[config.mk]
export PLATFORM = sky130hd
export DESIGN_NAME = caravel_timer
export DESIGN_NICKNAME = d
export VERILOG_FILES = /design/src/rtl/caravel_timer_pkg.sv /design/src/rtl/caravel_timer.sv
export SDC_FILE = /design/constraint.sdc
export NUM_CORES = 1
export LEC_CHECK = 0
export ABC_AREA = 0
export CAP_MARGIN = 10
export CORE_ASPECT_RATIO = 1.1
export CORE_UTILIZATION = 30
export CTS_CLUSTER_SIZE = 16
export DETAILED_ROUTE_END_ITERATION = 8
export GPL_ROUTABILITY_DRIVEN = 1
export HOLD_SLACK_MARGIN = 0.1
export PLACE_DENSITY_LB_ADDON = 0.1
export SLEW_MARGIN = 20
export SYNTH_ARGS = -nofsm -noshare
export SYNTH_HDL_FRONTEND = slang
export SYNTH_SLANG_ARGS = --single-unit
[constraint.sdc]
create_clock -name clock -period 3.65 [get_ports clock]
set_input_delay 0.73 -clock clock [delete_from_list [all_inputs] [get_ports clock]]
set_output_delay 0.73 -clock clock [all_outputs]
set_load 0.05 [all_outputs]
[src/rtl/caravel_timer_pkg.sv]
// Register map and CONFIG bit layout shared by the timer and its bench.
package caravel_timer_pkg;

    localparam logic [1:0] ADDR_CONFIG = 2'd0;
    localparam logic [1:0] ADDR_VALUE  = 2'd1;
    localparam logic [1:0] ADDR_DATA   = 2'd2;
    localparam logic [1:0] ADDR_RSVD   = 2'd3;

    localparam int CFG_ENABLE  = 0;
    localparam int CFG_ONESHOT = 1;
    localparam int CFG_UPDOWN  = 2;
    localparam int CFG_IRQ_ENA = 3;
    localparam int CFG_BITS    = 4;

endpackage

[src/rtl/caravel_timer.sv]
// Programmable up/down counter/timer with one-shot or continuous reload and a terminal-count irq.
// Latency: rdata one cycle after a read select; irq is asserted in the terminal-count cycle itself.
// Backpressure: none; the bus is always ready and every access completes in one cycle.
module caravel_timer
    import caravel_timer_pkg::*;
#(
    parameter int WIDTH = 32
) (
    input  logic             clock,
    input  logic             reset,
    input  logic             sel,
    input  logic             we,
    input  logic [1:0]       addr,
    input  logic [WIDTH-1:0] wdata,
    output logic [WIDTH-1:0] rdata,
    output logic             irq
);

    logic [CFG_BITS-1:0] cfg;
    logic [WIDTH-1:0]    value;
    logic [WIDTH-1:0]    data;
    logic [WIDTH-1:0]    value_nxt;
    logic                auto_clear;
    logic                at_term;

    logic wr_cfg, wr_val, wr_dat, rd_en;
    logic enable, oneshot, count_up, irq_ena;

    assign wr_cfg = sel && we && (addr == ADDR_CONFIG);
    assign wr_val = sel && we && (addr == ADDR_VALUE);
    assign wr_dat = sel && we && (addr == ADDR_DATA);
    assign rd_en  = sel && !we;

    assign enable   = cfg[CFG_ENABLE];
    assign oneshot  = cfg[CFG_ONESHOT];
    assign count_up = cfg[CFG_UPDOWN];
    assign irq_ena  = cfg[CFG_IRQ_ENA];

    // Terminal is equality only: an up-count started above DATA wraps without an event.
    assign at_term = count_up ? (value == data) : (value == '0);
    assign irq     = enable && irq_ena && at_term;

    always_comb begin
        value_nxt  = value;
        auto_clear = 1'b0;
        if (enable) begin
            if (count_up) begin
                if (value < data)
                    value_nxt = value + WIDTH'(1);
                else if (oneshot)
                    auto_clear = 1'b1;
                else
                    value_nxt = '0;
            end else begin
                if (value != '0)
                    value_nxt = value - WIDTH'(1);
                else if (oneshot)
                    auto_clear = 1'b1;
                else
                    value_nxt = data;
            end
        end
    end

    always_ff @(posedge clock) begin
        if (reset) begin
            cfg   <= '0;
            value <= '0;
            data  <= '0;
            rdata <= '0;
        end else begin
            // A firmware CONFIG write wins over the one-shot self-disable.
            if (wr_cfg)
                cfg <= wdata[CFG_BITS-1:0];
            else if (auto_clear)
                cfg[CFG_ENABLE] <= 1'b0;

            value <= wr_val ? wdata : value_nxt;

            if (wr_dat)
                data <= wdata;

            if (rd_en) begin
                case (addr)
                    ADDR_CONFIG: rdata <= {{(WIDTH-CFG_BITS){1'b0}}, cfg};
                    ADDR_VALUE:  rdata <= value;
                    ADDR_DATA:   rdata <= data;
                    default:     rdata <= '0;
                endcase
            end
        end
    end

endmodule

# Word-level counts from Yosys, hierarchy flattened
# Cells that the tools add are included.
# word_totals
reg_bits	100
input_bits	38
out_inout_bits	33
# op_classes
n_addsub	2
order_cmp	1
eq_ne	5
muxes	16
reduce_logical	14
# ops
cell	n
$mux W32	7
$pmux W32 S3	1
$add A32 B1 Y32 const B	1
$eq A32 B32 Y1	1
$logic_not A32 Y1	1
$lt A32 B32 Y1	1
$reduce_bool A32 Y1	1
$sub A32 B1 Y32 const B	1
$mux W1	8
$logic_and A1 B1 Y1	7
$ne A4 B1 Y1 const B	1
$ne A4 B2 Y1 const B	1
$reduce_bool A2 Y1	2
$reduce_and A3 Y1	1
$eq A2 B1 Y1 const B	1
$eq A2 B2 Y1 const B	1
$logic_not A2 Y1	1
$logic_not A1 Y1	1

# Logic depth before layout (Yosys ltp)
# Gate-level depths: netlist (run 1).
# depth
word_depth	6
mapped_depth	13

# Least setup slack after synthesis (run 1)
# Ideal clock, no wire load.
# synth_timing
path_type	register to output
from	register value[23]
to	output port irq
t_arrival_ns	2.464
t_required_ns	2.920
slack_ns	0.456
stages_incl_launch_ff	9
n_path_buf	3
cell_sequence	dfxtp_1 -> buf_6 -> or3_4 -> or4_4 -> buf_6 -> nor3_2 -> clkbuf_1 -> a32o_1 -> and3_1
# synth_between
elab_chain_len	3
word_cells_on_any_way	4
classes_between	eq/ne: 1; mux: 1; reduce/logical: 2
# synth_rtl
element	line_no	text
start: declaration	caravel_timer.sv:20	logic [WIDTH-1:0] value;
start signal: assignment	caravel_timer.sv:78	value <= wr_val ? wdata : value_nxt;
$eq A32 B32 Y1 or $logic_not A32 Y1 (tied branches)	caravel_timer.sv:40	assign at_term = count_up ? (value == data) : (value == '0);
$mux W1 (*)	caravel_timer.sv:40	
$logic_and A1 B1 Y1 (*)	caravel_timer.sv:41	assign irq = enable && irq_ena && at_term;
end: declaration	caravel_timer.sv:16	output logic irq
# Mark *: on every way between the ends. The rest lies on a longest branch, timed or not.

# Final worst setup path (run 1)
# Ends and elaborated chain as after synthesis.

==> results of run 1 <==
-- kinds of logic (layout without fill, tap and decap cells) --
| group | Yosys count | count (layout) | synth area share, % |
|---|---|---|---|
| compound gates | 271 | 271 | 27.1 |
| fa+ha+maj | 35 | 35 | 6.42 |
| mux | 7 | 7 | 1.03 |
| flops | 100 | 100 | 29.4 |
| simple gates | 325 | 325 | 21.9 |
| xor+xnor | 45 | 45 | 5.78 |
| buf+inv | 137 | 177 | 8.38 |
-- power groups by stage --
stage	logic, mW	registers [mW]	clock network [mW]
finish	0.931	1.20	1.04
global route	1.02	1.20	1.11
CTS	0.922	1.20	1.07
detailed placement	0.919	1.22	0
global placement	0.918	1.22	0
floorplan	0.589	1.26	0
-- worst min-delay path, stage by stage, from the launching register on --
cell,delay (ps)
dfxtp_1,330
nand2_1,60
a21oi_1,50
-- layer usage --
| layer | vias to the layer above | GRT usage (%) |
|---|---|---|
| met5 | - | 0 |
| met4 | 0 | 4.93 |
| met3 | 23 | 2.57 |
| met2 | 132 | 36.8 |
| met1 | 3231 | 27.0 |
| li1 | 3373 | - |
-- worst min path at each step --
stage | slack (ps) | depth (start not counted) | start | to
after floorplan | 450 | 2 | data[2] | data[2]
after global placement | 460 | 2 | data[10] | data[10]
after detailed placement | 460 | 2 | data[10] | data[10]
after CTS | 480 | 2 | data[10] | data[10]
after global routing | 490 | 2 | data[14] | data[14]
final | 480 | 2 | data[10] | data[10]
-- flip-flops by register name, summed over array words and instances, names as in the netlist --
signal  count
data       32
value      32
rdata      32
cfg         4
-- final cells by class --
cell class                 count  area, um2
inverter                      46        173
clock inverter                 6       70.1
timing repair buffer         115       1070
multi-input combinational    683       4270
clock buffer                  10        239
tap                          295        369
fill                        2406      14000
sequential                   100       2000
-- what timing repair did --
action	in CTS	in global routing
setup endpoints to repair	0	1
setup buffers	0	2
resized for setup	0	0
-- layout by cell type, fill, tap and decap left out, types with 18 or more instances in the layout --
| cell type | count |
|---|---|
| xnor2_1 | 28 |
| clkdlybuf4s50_1 | 68 |
| nand2_1 | 115 |
| a21oi_1 | 69 |
| buf_4 | 44 |
| ha_1 | 35 |
| inv_1 | 46 |
| dfxtp_1 | 100 |
| nand4_1 | 18 |
| a211oi_1 | 38 |
| nor3_1 | 22 |
| nor2_1 | 101 |
| a31oi_1 | 19 |
| a22oi_1 | 29 |
| o21ai_0 | 43 |
| nand3_1 | 22 |
-- stage by stage --
| step | cell area (um2) | setup slack (ps) |
|---|---|---|
| after floorplan | 6820 | 456 |
| after global placement | 7870 | 611 |
| after detailed placement | 7870 | 510 |
| after CTS | 8180 | 148 |
| after global routing | 8190 | 112 |
| final | 8190 | 309 |
==> flow_summary.json, run 1 <==
{
  "drtIter0Drc": 440,
  "ys_seq_area_share_pct": 29.4,
  "met1_length_um": 11100,
  "cp.arrival_ps": 2610,
  "fp.dieArea_mm2": 0.0233,
  "worst_r2r_path_depth": 9,
  "clockBufferDepth": 2,
  "portBuffers": 70,
  "vias_per_cell": 5.39,
  "routed_wl_um": 24200,
  "synth_top_cell_by_area": "dfxtp_1",
  "wl_met2_um": 12000,
  "dr.pass1.iters": 5,
  "end_kind": "primary output",
  "max_cap_violations": 0,
  "antenna_found_initial": 0,
  "syn_area_mm2": 0.00682,
  "start_util_pct": 30.7,
  "yosys-top-cells-area": "dfxtp_1 (29%), ha_1 (6.4%), nand2_1 (6.3%)",
  "hold_slack_ps": 476,
  "slew_headroom_pct": 40.7,
  "path_buf_inv": 1,
  "ir_drop_uv": 222,
  "fin_crit_ps": 3340,
  "grt_pass1_wl_um": 38000,
  "yosysWarnings": 0,
  "leakagePower_nw": 2.85,
  "ys_top_cells_by_count": "nand2_1 (115), nor2_1 (101), dfxtp_1 (100)",
  "yosys_most_used_dff": "dfxtp_1",
  "diodes": 0,
  "crit_end": "irq",
  "cts_tree": "built",
  "power.density_mw_per_mm2": 386,
  "synth_area_per_cell_um2": 7.41,
  "dr.max_layer_used": "met4",
  "cp_slowest_stage_delay_ps": 490,
  "num_vias": 6759,
  "fmax_mhz": 299,
  "slew_viol_final": 0,
  "power_frac_clock_pct": 32.8,
  "wl_met3_um": 726,
  "rsz0062_at_grt": "no",
  "setup_violations": 0,
  "startpoint": "value[23]",
  "switching_share_pct": 34.8,
  "placementRows": 57,
  "p_int_mw": 2.06,
  "total_power_mw": 3.17,
  "clk_pin_slew_ps": 70,
  "grt.overflow.total": 0,
  "fin_cells": 1255,
  "hold_path.class": "reg2reg",
  "die_w_um": 146,
  "ff2ff_setup_slack_ps": 440,
  "r2r-end": "value[10]",
  "syn-num-nets": 993,
  "yosysMostFrequentCell": "nand2_1",
  "worst_slew_pin_slew_ps": 889,
  "cp.required_ps": 2920,
  "area_growth_pct": 20.1,
  "rr_startpoint": "value[14]",
  "worstSetupStartpointType": "register",
  "p_sw_mw": 1.10,
  "drc": 0,
  "synth-seq-cells": 100,
  "wire_per_inst_um": 19.3,
  "utilization_pct": 36.9,
  "path_cells": "or3_4 -> or4_4 -> nor3_4 -> a32o_1 -> and3_1 -> buf_12",
  "tns_ps": 0,
  "yosysTopAreaCellShare_pct": 29.4,
  "async_reset_ff_share_pct": 0,
  "pwr-share-seq_pct": 37.8,
  "cts_max_level": 3,
  "nets": 1028,
  "die_h_um": 160,
  "globalplace.congestion": 0.851,
  "pin_count": 71,
  "critical_path.top_delay_family": "simple AND/OR/NAND/NOR gates",
  "dpl.hpwl_um": 16900,
  "core_area_mm2": 0.0222,
  "grt.total_usage_pct": 20.9,
  "status": "finished clean",
  "grt_pass1_vias": 6532,
  "synth_cell_types": 64,
  "hold_buffers": 0,
  "combPwrFrac_pct": 29.4,
  "skew_ps": 7.64,
  "crit_fanout": 10,
  "cts_buffers": 9,
  "cp_num_cells": 6,
  "drive_above_1_share_pct": 8.75,
  "postRouteAntennaNets": 0,
  "path_class": "reg2out",
  "hold_violations": 0,
  "post-route-period-util_pct": 91.5,
  "synth_edf_count": 0,
  "place_inst": 1237,
  "crit_slowest_cell": "or4_4",
  "synthCells": 920,
  "cts.sinks": 100,
  "worstSkewPairLatency_ps": 360,
  "grt_max_degree": 51,
  "cts-root-buf": "clkbuf_16"
}
Power figures use the tool's default switching activity.
==> inputs of run 2 (changes only) <==
--- a/config.mk
+++ b/config.mk
@@ -8,7 +8,7 @@
 export ABC_AREA = 0
 export CAP_MARGIN = 10
 export CORE_ASPECT_RATIO = 1.1
-export CORE_UTILIZATION = 30
+export CORE_UTILIZATION = 50
 export CTS_CLUSTER_SIZE = 16
 export DETAILED_ROUTE_END_ITERATION = 8
 export GPL_ROUTABILITY_DRIVEN = 1
@@ -18,3 +18,4 @@
 export SYNTH_ARGS = -nofsm -noshare
 export SYNTH_HDL_FRONTEND = slang
 export SYNTH_SLANG_ARGS = --single-unit
+export TNS_END_PERCENT = 30
==> run 2 against run 1 <==
Compared with the run above:
- first-iteration DRC count increased by 27%
- clock skew increased by 2.4 ps
- register-to-register slack improved by 80 ps
- total power decreased by 3.7%
- largest power group unchanged
- cell count decreased by 9.1%
- die area decreased by 40%
- fmax decreased by 1.1%
- utilization increased by 23 points
- setup slack got worse by 36 ps
- wire length decreased by 11%
- count of clock-buffer cells in the layout unchanged
- critical endpoint unchanged
- via count increased by 3.0%
==> flow_summary.json, run 2 (same netlist as run 1, synthesis figures left out) <==
{
  "ff2ff_setup_slack_ps": 520,
  "hold_depth": 2,
  "hold_path.class": "reg2reg",
  "r2r-end": "value[2]",
  "switching_share_pct": 35.3,
  "wl_met3_um": 1080,
  "grt.overflow.total": 0,
  "skew_ps": 10.0,
  "drtIter0Drc": 560,
  "hold_buffers": 0,
  "n_fill_cell": 1287,
  "num_vias": 6965,
  "post-route-period-util_pct": 92.5,
  "grt.total_usage_pct": 31.3,
  "diodes": 0,
  "grt_max_degree": 83,
  "pwr-share-seq_pct": 39.5,
  "path_buf_inv": 1,
  "fp.dieArea_mm2": 0.0141,
  "tns_ps": 0,
  "wire_per_inst_um": 18.8,
  "critical_path.top_delay_family": "simple AND/OR/NAND/NOR gates",
  "crit_slowest_cell": "nor4_1",
  "pin_count": 71,
  "multi_input_area_mm2": 0.00426,
  "place_area_mm2": 0.00769,
  "seqCellArea_mm2": 0.00200,
  "worst_slew_pin_slew_ps": 941,
  "cts.sinks": 100,
  "cts_tree": "built",
  "worst_r2r_path_depth": 10,
  "largestRegisters": "data (32), rdata (32), value (32)",
  "antenna_found_initial": 1,
  "holdPathEnd": "data[4]",
  "leakagePower_nw": 2.80,
  "dpl.hpwl_um": 15500,
  "vias_per_cell": 6.10,
  "power_frac_clock_pct": 31.1,
  "hold_violations": 0,
  "die_h_um": 124,
  "start_util_pct": 51.4,
  "slew_headroom_pct": 37.2,
  "rsz0062_at_grt": "no",
  "dr.max_layer_used": "met4",
  "max_cap_violations": 0,
  "core_area_mm2": 0.0133,
  "mostFrequentLayoutCells": "nand2_1 (115), nor2_1 (101), dfxtp_1 (100), a21oi_1 (69), clkdlybuf4s50_1 (68)",
  "cts_buffers": 9,
  "area_growth_pct": 16.9,
  "end_kind": "primary output",
  "path_cells": "nor4_1 -> nand4_1 -> nor3_2 -> a32o_1 -> and3_1 -> buf_12",
  "place_inst": 1125,
  "ir_drop_uv": 202,
  "drive_above_1_share_pct": 8.36,
  "fin_cells": 1141,
  "combPwrFrac_pct": 29.4,
  "cts_resized": 0,
  "slew_viol_final": 0,
  "routed_wl_um": 21400,
  "worstSetupStartpointType": "register",
  "cts_max_level": 3,
  "crit_fanout": 12,
  "postRouteAntennaNets": 0,
  "cp.arrival_ps": 2650,
  "portBuffers": 70,
  "grt_pass1_wl_um": 34400,
  "fin_area_mm2": 0.00797,
  "grt_pass1_vias": 6643,
  "status": "finished clean",
  "die_w_um": 113,
  "layout_commonest_cell": "nand2_1",
  "cp_slowest_stage_delay_ps": 510,
  "clockBufferDepth": 2,
  "path_class": "reg2out",
  "drc": 0,
  "globalplace.congestion": 0.962,
  "cp.required_ps": 2920,
  "fmax_mhz": 296,
  "met1_length_um": 8880,
  "setup_violations": 0,
  "p_int_mw": 1.97,
  "p_sw_mw": 1.08,
  "nets": 1025,
  "power.density_mw_per_mm2": 382,
  "cts_setup_buffers": 0,
  "wl_met2_um": 10500,
  "dr.pass1.iters": 6,
  "fin_crit_ps": 3380,
  "rr_startpoint": "value[12]",
  "min_from": "data[4]",
  "cts-root-buf": "clkbuf_16",
  "worstSkewPairLatency_ps": 360,
  "placementRows": 44,
  "clk_pin_slew_ps": 80
}
## run 2: layout make-up
type / instances / share of cell area [%]
timing repair buffer: 112 / 12.8
inverter: 46 / 2.17
multi-input combinational: 683 / 53.5
clock buffer: 10 / 2.87
tap: 184 / 2.89
clock inverter: 6 / 0.706
sequential: 100 / 25.1
## run 2: power groups by stage
| stage | Clock [mW] | Sequential (mW) | Combinational, mW |
|---|---|---|---|
| after floorplan | 0 | 1.26 | 0.589 |
| after global placement | 0 | 1.22 | 0.879 |
| after detailed placement | 0 | 1.23 | 0.888 |
| after CTS | 0.972 | 1.20 | 0.894 |
| after global routing | 1.02 | 1.21 | 0.978 |
| final | 0.949 | 1.20 | 0.895 |
## run 2: through the flow
stage | setup slack [ps] | power [mW] | hold WS (ps) | utilization (%)
global placement | 689 | 2.10 | 461 | 57.9
floorplan | 456 | 1.85 | 450 | -
CTS | 324 | 3.07 | 478 | 60.1
finish | 273 | 3.05 | 480 | 60.1
global route | 75.5 | 3.21 | 498 | 60.1
detailed placement | 625 | 2.12 | 467 | 57.9
## run 2: metal layers
layer  track usage [%]  vias to the layer above
met4              18.3                        0
met1              38.2                     3299
met5                 0                        -
met3              4.38                       65
li1                  -                     3370
met2              52.0                      231
## run 2: worst max path at each step
stage,depth (start not counted),from,to,slack (ps)
final,6,value[12],irq,270
after global routing,6,value[12],irq,80
after global placement,8,value[12],value[18],690
after floorplan,8,value[23],irq,460
after detailed placement,10,value[12],value[20],620
after CTS,6,value[12],irq,320
## run 2: tightest hold or removal path, stage by stage, from the launching register on
cell and delay, ps:
dfxtp_1 330, nand2_1 60, a21oi_1 50
